`src/rtl/btle_hci_cmd_parser_pkg.sv`:
```
// Shared HCI definitions: packet indicator, error codes and parser state encoding.
// The future event-packet encoder reuses these definitions.
package btle_hci_cmd_parser_pkg;

  localparam logic [7:0] HCI_PKT_CMD = 8'h01;

  localparam logic [2:0] ERR_NONE     = 3'd0;
  localparam logic [2:0] ERR_BAD_IND  = 3'd1;
  localparam logic [2:0] ERR_FRAMING  = 3'd2;
  localparam logic [2:0] ERR_TIMEOUT  = 3'd3;
  localparam logic [2:0] ERR_TOO_LONG = 3'd4;
  localparam logic [2:0] ERR_OVERRUN  = 3'd5;

  typedef enum logic [2:0] {
    ST_IDLE     = 3'd0,
    ST_OPC_LO   = 3'd1,
    ST_OPC_HI   = 3'd2,
    ST_PLEN     = 3'd3,
    ST_PARAM    = 3'd4,
    ST_DISCARD  = 3'd5,
    ST_WAIT_ACK = 3'd6
  } state_t;

endpackage

```
`src/rtl/btle_hci_cmd_parser.sv`:
```
// UART-HCI command packet parser: streams params into the link layer's buffer and
// presents opcode/length with a valid/ready handshake; errors reported as 1-cycle pulses.
module btle_hci_cmd_parser
  import btle_hci_cmd_parser_pkg::*;
#(
  parameter int CLK_FREQUENCE = 16_000_000,
  parameter int BAUD_RATE     = 115200,
  parameter int MAX_PARAM_LEN = 64,
  parameter int TIMEOUT_BYTES = 4,
  localparam int TIMEOUT_CYCLES = TIMEOUT_BYTES * 10 * (CLK_FREQUENCE / BAUD_RATE),
  localparam int PADDR_W = $clog2(MAX_PARAM_LEN)
) (
  input  logic               clk,
  input  logic               rst_n,
  input  logic [7:0]         rx_frame,
  input  logic               rx_done,
  input  logic               frame_error,
  output logic               cmd_valid,
  input  logic               cmd_ready,
  output logic [15:0]        cmd_opcode,
  output logic [7:0]         cmd_param_len,
  output logic               param_we,
  output logic [PADDR_W-1:0] param_addr,
  output logic [7:0]         param_data,
  output logic               err_pulse,
  output logic [2:0]         err_code
);

  localparam int TO_W = $clog2(TIMEOUT_CYCLES + 1);

  state_t state, state_nxt;
  logic [TO_W-1:0] tmr, tmr_nxt;
  // 8-bit byte counter: also walks oversize packets (up to 255 bytes) in DISCARD
  logic [7:0] cnt, cnt_nxt;

  logic               valid_nxt;
  logic [15:0]        opcode_nxt;
  logic [7:0]         len_nxt;
  logic               we_nxt;
  logic [PADDR_W-1:0] addr_nxt;
  logic [7:0]         data_nxt;
  logic               err_nxt;
  logic [2:0]         code_nxt;
  logic               accept;
  logic               last_byte;

  assign accept    = rx_done & ~frame_error;
  assign last_byte = (cnt == cmd_param_len - 8'd1);

  always_comb begin
    state_nxt  = state;
    tmr_nxt    = tmr + TO_W'(1);
    cnt_nxt    = cnt;
    valid_nxt  = cmd_valid;
    opcode_nxt = cmd_opcode;
    len_nxt    = cmd_param_len;
    we_nxt     = 1'b0;
    addr_nxt   = param_addr;
    data_nxt   = param_data;
    err_nxt    = 1'b0;
    code_nxt   = err_code;

    case (state)
      ST_IDLE, ST_WAIT_ACK: begin
        // A byte arriving alongside cmd_ready is parsed as the start of the next packet
        if (state == ST_IDLE || cmd_ready) begin
          if (state == ST_WAIT_ACK) begin
            valid_nxt = 1'b0;
            state_nxt = ST_IDLE;
          end
          if (accept) begin
            if (rx_frame == HCI_PKT_CMD) begin
              state_nxt = ST_OPC_LO;
            end else begin
              err_nxt  = 1'b1;
              code_nxt = ERR_BAD_IND;
            end
          end
        end else if (accept) begin
          err_nxt  = 1'b1;
          code_nxt = ERR_OVERRUN;
        end
      end
      default: begin
        if (frame_error) begin
          err_nxt   = 1'b1;
          code_nxt  = ERR_FRAMING;
          state_nxt = ST_IDLE;
        end else if (accept) begin
          tmr_nxt = '0;
          case (state)
            ST_OPC_LO: begin
              opcode_nxt[7:0] = rx_frame;
              state_nxt       = ST_OPC_HI;
            end
            ST_OPC_HI: begin
              opcode_nxt[15:8] = rx_frame;
              state_nxt        = ST_PLEN;
            end
            ST_PLEN: begin
              len_nxt = rx_frame;
              cnt_nxt = '0;
              if (rx_frame == 8'd0) begin
                valid_nxt = 1'b1;
                state_nxt = ST_WAIT_ACK;
              end else if ({1'b0, rx_frame} > 9'(MAX_PARAM_LEN)) begin
                state_nxt = ST_DISCARD;
              end else begin
                state_nxt = ST_PARAM;
              end
            end
            ST_PARAM: begin
              we_nxt   = 1'b1;
              addr_nxt = cnt[PADDR_W-1:0];
              data_nxt = rx_frame;
              cnt_nxt  = cnt + 8'd1;
              if (last_byte) begin
                valid_nxt = 1'b1;
                state_nxt = ST_WAIT_ACK;
              end
            end
            default: begin
              cnt_nxt = cnt + 8'd1;
              if (last_byte) begin
                err_nxt   = 1'b1;
                code_nxt  = ERR_TOO_LONG;
                state_nxt = ST_IDLE;
              end
            end
          endcase
        end else if (tmr == TO_W'(TIMEOUT_CYCLES - 1)) begin
          err_nxt   = 1'b1;
          code_nxt  = ERR_TIMEOUT;
          state_nxt = ST_IDLE;
        end
      end
    endcase

    if (state_nxt == ST_IDLE || state_nxt == ST_WAIT_ACK || state == ST_IDLE) begin
      tmr_nxt = '0;
    end
  end

  always_ff @(posedge clk or negedge rst_n) begin
    if (!rst_n) begin
      state         <= ST_IDLE;
      tmr           <= '0;
      cnt           <= '0;
      cmd_valid     <= 1'b0;
      cmd_opcode    <= '0;
      cmd_param_len <= '0;
      param_we      <= 1'b0;
      param_addr    <= '0;
      param_data    <= '0;
      err_pulse     <= 1'b0;
      err_code      <= ERR_NONE;
    end else begin
      state         <= state_nxt;
      tmr           <= tmr_nxt;
      cnt           <= cnt_nxt;
      cmd_valid     <= valid_nxt;
      cmd_opcode    <= opcode_nxt;
      cmd_param_len <= len_nxt;
      param_we      <= we_nxt;
      param_addr    <= addr_nxt;
      param_data    <= data_nxt;
      err_pulse     <= err_nxt;
      err_code      <= code_nxt;
    end
  end

endmodule

```
`config.mk`:
```
export PLATFORM = sky130hd
export DESIGN_NAME = btle_hci_cmd_parser
export DESIGN_NICKNAME = d
export VERILOG_FILES = /design/src/rtl/btle_hci_cmd_parser_pkg.sv /design/src/rtl/btle_hci_cmd_parser.sv
export SDC_FILE = /design/constraint.sdc
export NUM_CORES = 1
export LEC_CHECK = 0
export ABC_AREA = 1
export BUFFER_PORTS_ARGS = -buffer_cell sky130_fd_sc_hd__buf_2
export CORE_MARGIN = 4
export CORE_UTILIZATION = 46
export CTS_BUF_LIST = sky130_fd_sc_hd__clkbuf_4 sky130_fd_sc_hd__clkbuf_8 sky130_fd_sc_hd__clkbuf_16
export DETAILED_ROUTE_END_ITERATION = 8
export GPL_ROUTABILITY_DRIVEN = 0
export PLACE_DENSITY = 0.78
export SLEW_MARGIN = 20
export SYNTH_ARGS = -nofsm -noshare
export SYNTH_HDL_FRONTEND = slang
export SYNTH_SLANG_ARGS = --single-unit
```
`constraint.sdc`:
```
create_clock -name clk -period 2.01 [get_ports clk]
set_input_delay 0.3015 -clock clk [delete_from_list [all_inputs] [get_ports clk]]
set_output_delay 0.3015 -clock clk [all_outputs]
set_load 0.01 [all_outputs]
```
Word level (Yosys, flattened, before mapping)
Index checks and enable logic that the tools add are counted.
{"block": "classes", "bitwise_logic": 4, "muxes": 50, "n_eq_ne": 18, "add_sub_neg": 3, "n_lt_le_gt_ge": 1, "n_reduce_logical": 19}
{"op": "$mux 3", "count": 20}
{"op": "$mux 13", "count": 4}
{"op": "$mux 1", "count": 22}
{"op": "$reduce_and 4->1", "count": 5}
{"op": "$pmux 8 s2", "count": 1}
{"op": "$add 13x1->13 const B", "count": 1}
{"op": "$eq 13x13->1 const B", "count": 1}
{"op": "$pmux 3 s4", "count": 1}
{"op": "$eq 3x3->1 const B", "count": 3}
{"op": "$ne 3x3->1 const B", "count": 3}
{"op": "$add 8x1->8 const B", "count": 1}
{"op": "$eq 8x1->1 const B", "count": 1}
{"op": "$eq 8x8->1", "count": 1}
{"op": "$gt 8x7->1 const B", "count": 1}
{"op": "$logic_not 8->1", "count": 1}
{"op": "$sub 8x1->8 const B", "count": 1}
{"op": "$reduce_and 7->1", "count": 1}
{"op": "$eq 3x2->1 const B", "count": 2}
{"op": "$logic_not 3->1", "count": 2}
{"op": "$ne 2x2->1 const B", "count": 3}
{"op": "$reduce_bool 3->1", "count": 2}
{"op": "$reduce_and 5->1", "count": 1}
{"op": "$ne 4x2->1 const B", "count": 1}
{"op": "$ne 4x3->1 const B", "count": 1}
{"op": "10 further kinds", "count": 15}
{"block": "word_totals", "word_cells": 107, "out_inout_bits": 44, "reg_bits": 68}

Longest topological paths before layout
Gate-level depths: netlist of the first run.
{"block": "depth", "word_depth": 11, "depth_mapped": 21, "depth_no_buf": 20}

Worst setup path after synthesis of the first run
No wires, ideal clock.
{"block": "synth_path", "path_type": "register to register", "start": "register cmd_param_len[0]", "end": "register tmr[4]", "t_arrival_ns": 2.009, "slack_ns": -0.123, "required_time_ns": 1.886, "stages_incl_launch_ff": 21, "cell_sequence": "dfrtp_1 -> inv_2 -> ha_1 -> inv_1 -> nand2_1 -> nand2_1 -> nor2_1 -> nand3_1 -> nor2_1 -> nand2_1 -> nor2_2 -> nand3_1 -> nand2_2 -> inv_2 -> o211ai_1 -> nand2_2 -> clkinv_1 -> nand3_2 -> nand2_4 -> buf_12 -> nor2_4"}
{"block": "synth_between", "elab_chain_cells": 11, "elab_cells_between_ends": 13, "classes_between": "1 x add/sub; 2 x eq/ne; 7 x mux; 3 x reduce/logical"}
{"element": "start, declared", "line_no": "btle_hci_cmd_parser.sv:21", "rtl": "output logic [7:0] cmd_param_len,"}
{"element": "start signal, assigned", "line_no": "btle_hci_cmd_parser.sv:163", "rtl": "cmd_param_len <= len_nxt;"}
{"element": "$sub 8x1->8 (*)", "line_no": "btle_hci_cmd_parser.sv:48", "rtl": "assign last_byte = (cnt == cmd_param_len - 8'd1);"}
{"element": "$eq 8x8->1 (*)", "line_no": "btle_hci_cmd_parser.sv:48"}
{"element": "$mux 3 (on tied branches)", "line_no": "btle_hci_cmd_parser.sv:124, btle_hci_cmd_parser.sv:117"}
{"element": "$pmux 3 s4 (*)", "line_no": "btle_hci_cmd_parser.sv:91", "rtl": "case (state)"}
{"element": "$mux 3 (*)", "line_no": "btle_hci_cmd_parser.sv:89", "rtl": "end else if (accept) begin"}
{"element": "$mux 3 (*)", "line_no": "btle_hci_cmd_parser.sv:85", "rtl": "if (frame_error) begin"}
{"element": "$mux 3 (*)", "line_no": "btle_hci_cmd_parser.sv:63", "rtl": "case (state)"}
{"element": "named net state_nxt[0]", "line_no": "btle_hci_cmd_parser.sv:31", "rtl": "state_t state, state_nxt;"}
{"element": "$eq 3x3->1 / $logic_not 3->1 (equally long branches)", "line_no": "btle_hci_cmd_parser.sv:139", "rtl": "if (state_nxt == ST_IDLE || state_nxt == ST_WAIT_ACK || state == ST_IDLE) begin"}
{"element": "$logic_or 1x1->1 (*) (2 in series)", "line_no": "btle_hci_cmd_parser.sv:139"}
{"element": "$mux 13 (*)", "line_no": "btle_hci_cmd_parser.sv:139"}
{"element": "named net tmr_nxt[4]", "line_no": "btle_hci_cmd_parser.sv:32", "rtl": "logic [TO_W-1:0] tmr, tmr_nxt;"}
{"element": "end signal, assigned", "line_no": "btle_hci_cmd_parser.sv:159", "rtl": "tmr <= tmr_nxt;"}
{"element": "end, declared", "line_no": "btle_hci_cmd_parser.sv:32"}
Mark *: on every way through the listed nets, which the timed path passes. The rest lies on a longest branch.
A chain may end at the register's enable or synchronous reset.

Worst setup path in the final report of the first run
{"block": "layout_path", "start": "register cmd_param_len[1]", "end": "register tmr[1]"}
The elaborated chain is that of the path after synthesis.

==> summary.txt, run 1 <==
STA
  • Crit share post-route: 1.11
  • Post-route minimum period: 2.24 ns
  • Final WS setup: -0.226 ns
  • Slew headroom: 0.430
  • Fin. Hold Viols: 0
  • RSZ-0062 raised after global routing: true
  • Max Slew Vio Count: 0
  • Final Setup Violations: 15
  • Fmax: 0.447 GHz
  • Setup Skew: 0.00795 ns
  • Worst Tran Pin Value: 0.855 ns

GRT
  • Initial antenna violation count: 0
  • GRT Max-Usage Layer: met2
  • GRT overflow: 0
  • GR Util met3: 0.0505
  • Total global-route track usage: 0.211
  • GR Layer Usage met2: 0.357
  • Met1 Usage GRT: 0.257
  • First-pass GRT wire length: 14.5 mm
  • Largest net degree at the start of global routing: 69
  • Vias in the first global route: 3,110

Worst setup path
  • Crit path kind: flop to flop
  • Worst R2R Path Depth: 19
  • Slowest CP cell: dfrtp_1
  • Critical Path RT: 2.24 ns
  • Worst Path Max Fanout: 7
  • Crit end category: flop
  • Most common cell on crit path: nand2_1
  • Crit-path cells: inv_2, ha_4, inv_2, nand2_1, nand2_1, nor2_1, nand3_1, nor2_1, nand2_1, nor2_4, nand3_2, nand2_2, nand2_1, nand2_1, nand2_1, nand3_2, nand3_4, nand2_8, nor2_1
  • Crit path DAT: 2.47 ns
  • CP Launch Type: flop
  • Slowest stage delay, CP: ~0.37 ns

Clocking
  • H-Tree Depth: 3
  • CTS tree: built
  • Clock tree root buffer cell: clkbuf_8
  • Clk_lat worst skew: around 0.35 ns
  • CTS Sinks: 68
  • Longest Clk Path Bufs: 2
  • Reg clk slew, reported paths: 0.07 ns
  • Num CTS Buffers: 9

Placement
  • # port buffers: 56
  • Detailed Place HPWL: 6.09 mm
  • Dpl cells: 588
  • Post-place setup slack: -0.235 ns

Power and ir drop
  • Clk pwr share: 0.163
  • Comb power frac: 0.511
  • Sw power: 0.00296 W
  • PwrDens: approximately 1500 nW/µm²
  • Pleak: between 2 and 2.5 nW
  • P_int: roughly 0.004 W
  • Sw frac: 0.428
  • Seq pwr share: 0.326
  • Maximum VDD drop: 0.000727 V

Yosys
  • Synthesis warning total: 0
  • Number of synthesized flops with an enable pin: 0
  • Avg Inst Size Synth: 8.36 µm²
  • Cell Area, Synth: 3400 µm²
  • Main synth FF type: dfrtp_1
  • FF+latch count, synth: about 70
  • Cells after synthesis: 407
  • Post-synthesis cell type count: 32
  • Asr flop ratio synth: 1.00
  • Syn nets: 423
  • Sequential fraction of the synthesis area: 0.500

Route
  • DR iter-0 viols: 147
  • Post-Route WL: ~9 mm
  • Vias per inst: about 5
  • Vias: around 3,200
  • WL/cell: between 10 and 15 µm
  • Antenna viol nets, final: 0
  • Drt drc: 0
  • DR pass1 iterations: 5

Floorplanning
  • Die area: 8840 µm²
  • Row count: 31
  • # IOs: 57
  • Die Ht: 94.0 µm
  • Area of the core: 7210 µm²
  • Die X: 94.0 µm
  • Initial core utilization: 0.472

Status
  • Outcome: finished, violations left
  • Violated checks: negative setup slack

Layout
  • Share of layout cells above drive strength 1: 0.367
  • Final #Nets: around 530
  • Antenna Cells: 0
  • Synth-to-layout area growth: 33.3%
  • Finished Layout Cells: about 620

Min path
  • Hold Path Cell Cnt: 3
  • Hold Path Class: primary input to flop

Job
  • Max-cap check violation count: 0
-- repair_timing --
item | in CTS | in global routing
endpoints found under the hold margin | 68 | 0
gates resized for setup | 11 | 35
hold buffers | 1 | 0
gates cloned | 1 | 0
buffers inserted | 1 | 15
endpoints found under the setup margin | 17 | 23
pin swaps | 3 | 16
-- cell type report --
| cell class | instances | area [µm²] |
|---|---|---|
| multi-input combinational | 280 | 1640 |
| timing repair buffer | 104 | 663 |
| fill | 628 | 2680 |
| clock buffer | 12 | 159 |
| clock inverter | 2 | 35.0 |
| sequential | 68 | 1710 |
| tap | 99 | 124 |
| inverter | 54 | 210 |
-- Yosys cell counts (all sizes together), types with 3 or more instances --
library cell  number  area [µm²]
nand4              5        31.3
xor2               7        61.3
clkbuf             5        18.8
inv               52         198
a21oi              8        40.0
nor3              13        97.6
o21ai             51         255
ha                 3        37.5
nor2              47         251
nand3             25         150
nand2            108         435
xnor2              4        35.0
dfrtp             68        1700
-- state kept, by name, summed over array words and instances (netlist names) --
signal	flops
cmd_valid	1
cnt	8
param_addr	6
err_code	3
param_data	8
param_we	1
cmd_opcode	16
err_pulse	1
cmd_param_len	8
tmr	13
state	3
-- stage by stage --
stage / total power (W) / instance area [µm²] / hold WS [ns] / util / TNS (ns)
floorplan: 0.00402 / 3420 / 0.00591 / - / -0.998
CTS: 0.00642 / 4300 / 0.171 / 0.596 / -2.42
finish: 0.00692 / 4540 / 0.180 / 0.629 / -2.73
detailed placement: 0.00508 / 4030 / 0.349 / 0.559 / -2.86
global route: 0.00744 / 4540 / 0.212 / 0.629 / -6.63
global placement: 0.00497 / 4030 / 0.347 / 0.559 / -1.55
-- per-layer routing --
layer,vias to the layer above,share of wire
met5,-,0
met4,0,0.029
met3,24,0.061
met2,109,0.52
met1,1519,0.39
li1,1533,-
-- power groups by stage --
stage	Combinational (W)	Clock (W)	Sequential [W]
after floorplan	0.00162	0	0.00240
after global placement	0.00273	0	0.00224
after detailed placement	0.00282	0	0.00226
after CTS	0.00303	0.00115	0.00224
after global routing	0.00390	0.00122	0.00233
final	0.00354	0.00113	0.00226
-- worst max-delay path: cells and delay by family (launching register included) --
family / cells / cell delay [ns]
adders and majority gates: 1 / 0.27
buffers and inverters: 2 / 0.09
DFF: 1 / 0.37
and+or+nand+nor: 16 / 1.43
-- logic make-up after synthesis --
group	Yosys count	share of synthesized area
compound gates	65	0.0996
xor+xnor	11	0.0283
fa+ha+maj	3	0.0110
buf+inv	60	0.0717
flops	68	0.500
simple gates	200	0.289
-- final timing paths --
kind	start	slack (ns)	end
max	cmd_param_len[1]	-0.23	tmr[1]
min	rx_frame[3]	0.18	cmd_param_len[3]
min reg2reg	tmr[0]	0.47	tmr[0]
max in group asynchronous	rst_n	1.22	state[1]
max reg2reg	cmd_param_len[1]	-0.23	tmr[1]
min in group asynchronous	rst_n	0.50	cmd_opcode[4]
-- placed cells by master, fill, tap and decap left out, types with 2 or more instances in the layout --
| cell | instances |
|---|---|
| nand2_2 | 9 |
| buf_4 | 44 |
| o21ai_1 | 6 |
| xor2_1 | 7 |
| nand4_1 | 5 |
| nor3_4 | 3 |
| xnor2_1 | 4 |
| nor2_1 | 22 |
| clkinv_1 | 2 |
| nor2_2 | 8 |
| nor3_1 | 7 |
| inv_1 | 38 |
| buf_2 | 56 |
| nand2_1 | 95 |
| a21oi_1 | 7 |
| clkbuf_8 | 11 |
| inv_2 | 12 |
| ha_1 | 2 |
| nand3_1 | 19 |
| nand2_8 | 2 |
| nor3_2 | 3 |
| nor2_4 | 17 |
| dfrtp_1 | 65 |
| nand3_2 | 5 |
| dfrtp_2 | 3 |
| o21ai_0 | 44 |
| buf_6 | 2 |
| nand2_4 | 3 |
Note: power is estimated with default switching activity, not from simulation.
==> inputs of run 2 (changes only) <==
==> constraint.sdc (replaced) <==
create_clock -name clk -period 2.01 [get_ports clk]
set_input_delay 0.1005 -clock clk [delete_from_list [all_inputs] [get_ports clk]]
set_output_delay 0.1005 -clock clk [all_outputs]
set_load 0.01 [all_outputs]
==> summary.txt, run 2 (synthesized netlist as in run 1, its figures left out) <==
GRT
  • Initial antenna violation count: 0
  • First-pass GRT wire length: 14.5 mm
  • Largest net degree at the start of global routing: 69
  • Total global-route track usage: 0.212
  • Vias in the first global route: 3,107
  • GRT overflow: 0

Layout
  • Commonest non-fill, non-tap cells in the layout: 96 x nand2_1, 65 x dfrtp_1, 56 x buf_2, 43 x o21ai_0, 39 x buf_4
  • Leading cell type in the layout, fill and taps excluded: nand2_1
  • Max FFs per register: 16
  • Synth-to-layout area growth: 33.3%
  • Share of layout cells above drive strength 1: 0.368
  • Final #Nets: 530
  • Antenna Cells: 0
  • Largest regs: cmd_opcode (16), tmr (13)
  • Top reg by flops: cmd_opcode
  • Fillcell total: ~610
  • Util after Layout: 0.629

Status
  • Violated checks: negative setup slack
  • Outcome: finished, violations left

Clocking
  • Reg clk slew, reported paths: 0.08 ns
  • Longest Clk Path Bufs: 2
  • CTS tree: built
  • H-Tree Depth: 3
  • CTS Sinks: 68
  • Clk_lat worst skew: 0.35 ns
  • Num CTS Buffers: 9
  • Clock tree root buffer cell: clkbuf_8

Route
  • Drt drc: 0
  • DR iter-0 viols: between 200 and 250
  • WL/cell: about 14 µm
  • Vias per inst: between 5 and 6
  • Antenna viol nets, final: 0
  • Vias: ~3,100
  • Post-Route WL: roughly 8.7 mm
  • DR pass1 iterations: 4

Floorplanning
  • Die X: 94.0 µm
  • Row count: 31
  • # IOs: 57
  • Initial core utilization: 0.472
  • Die Ht: 94.0 µm
  • Die area: 8840 µm²
  • Area of the core: slightly above 7000 µm²

STA
  • Final WS setup: -0.223 ns
  • Crit share post-route: 1.11
  • RSZ-0062 raised after global routing: true
  • Final Setup Violations: 19
  • Worst Tran Pin Value: 0.651 ns
  • Slew headroom: 0.566
  • Fmax: 0.448 GHz
  • Max Slew Vio Count: 0
  • Post-route minimum period: 2.23 ns
  • Setup Skew: 0.00921 ns
  • Fin. Hold Viols: 0

Job
  • Max-cap check violation count: 0

Min path
  • Hold Path Class: primary input to flop
  • Hold Path Cell Cnt: 3
  • WHS Endpoint: cmd_param_len[1]
  • Hold path startpoint: rx_frame[1]

Worst setup path
  • R2r startpoint: cmd_param_len[0]
  • Slowest stage delay, CP: 0.39 ns
  • Crit-path cells: inv_2, ha_4, nand2_2, nor2_2, nand3_1, nand3_1, nand2_1, nor2_4, nand3_2, nand2_2, inv_2, nand2_2, nand2_2, nand2_2, nand3_2, nand3_4, nand2_4, nor2_2
  • Worst R2R End: tmr[11]
  • Crit path DAT: 2.52 ns
  • Buf/Inv on CP: 2
  • Worst R2R Path Depth: 18
  • CP Launch Type: flop
  • Critical Path RT: 2.30 ns
  • Worst Setup SP: cmd_param_len[0]
  • Most common cell on crit path: nand2_2
  • CP delay by family, top: simple AND/OR/NAND/NOR gates
  • Reg-to-reg slack, setup: -0.22 ns
  • Crit end category: flop
  • Slowest CP cell: dfrtp_1
  • Crit path kind: flop to flop
  • Worst Path Max Fanout: 6

Power and ir drop
  • Pleak: 2.20 nW
  • PwrDens: 1530 nW/µm²
  • Design Power: 0.00696 W
  • Maximum VDD drop: roughly 0.00096 V

Placement
  • Post-place setup slack: -0.222 ns
  • # port buffers: 56
  • Detailed Place HPWL: 5.95 mm
## run 2: cell count changes in the layout (fill, tap and decap cells not counted), sizes merged, moves of 2 or more
cell,change
dlygate4sd3,+2
buf,-5
clkbuf,-3
clkinv,+2
## run 2: layer usage
layer | track usage | wire length (µm)
met5 | 0 | 0
met1 | 0.266 | 3580
met2 | 0.349 | 4410
met3 | 0.0409 | 482
met4 | 0.102 | 227
## run 2: layout make-up
cell class,count,area [µm²],share of cell area
clock buffers,9,124,0.0273
well taps,99,124,0.0273
clock inverters,7,98.8,0.0218
flip-flops and latches,68,1710,0.376
inverters,54,214,0.0472
repair buffers,101,646,0.142
multi-input cells,280,1620,0.358
## run 2: how the worst max path moves through the flow
stage	endpoint	slack [ns]	cells after the start
finish	tmr[11]	-0.22	18
global route	tmr[0]	-0.41	18
CTS	tmr[8]	-0.18	20
detailed placement	tmr[1]	-0.22	19
global placement	tmr[12]	-0.14	19
floorplan	tmr[4]	-0.10	20
## run 2: worst register-to-register path, stage by stage (launching register included)
cell and delay [ns]:
dfrtp_1 0.39, inv_2 0.09, ha_4 0.16, nand2_2 0.07, nor2_2 0.14, nand3_1 0.11
nand3_1 0.09, nand2_1 0.09, nor2_4 0.16, nand3_2 0.08, nand2_2 0.08, inv_2 0.05
nand2_2 0.06, nand2_2 0.07, nand2_2 0.08, nand3_2 0.09, nand3_4 0.14, nand2_4 0.12
nor2_2 0.11
## run 2: power by group
group          switching (W)  total (W)  leakage [nW]  internal [W]
clock               0.000559    0.00126         0.110      0.000704
sequential          0.000382    0.00226         0.857       0.00188
combinational        0.00205    0.00344          1.23       0.00139
total                0.00299    0.00696          2.20       0.00397
## run 2: repair_timing
action	4_1_cts	5_1_grt
gates resized for setup	10	37
pin swaps	0	15
endpoints found under the setup margin	17	26
endpoints found under the hold margin	70	0
hold buffers	3	0
buffers inserted	6	9
gates cloned	1	0
## run 2: stage by stage
step	std cells	hold slack, ns	setup TNS, ns	cell area [µm²]
final	618	0.0130	-3.05	4540
after global routing	618	0.0150	-7.03	4540
after CTS	609	0.00610	-2.35	4340
after detailed placement	583	0.148	-2.71	4000
after global placement	583	0.147	-1.65	4000
after floorplan	407	-0.195	-0.998	3420
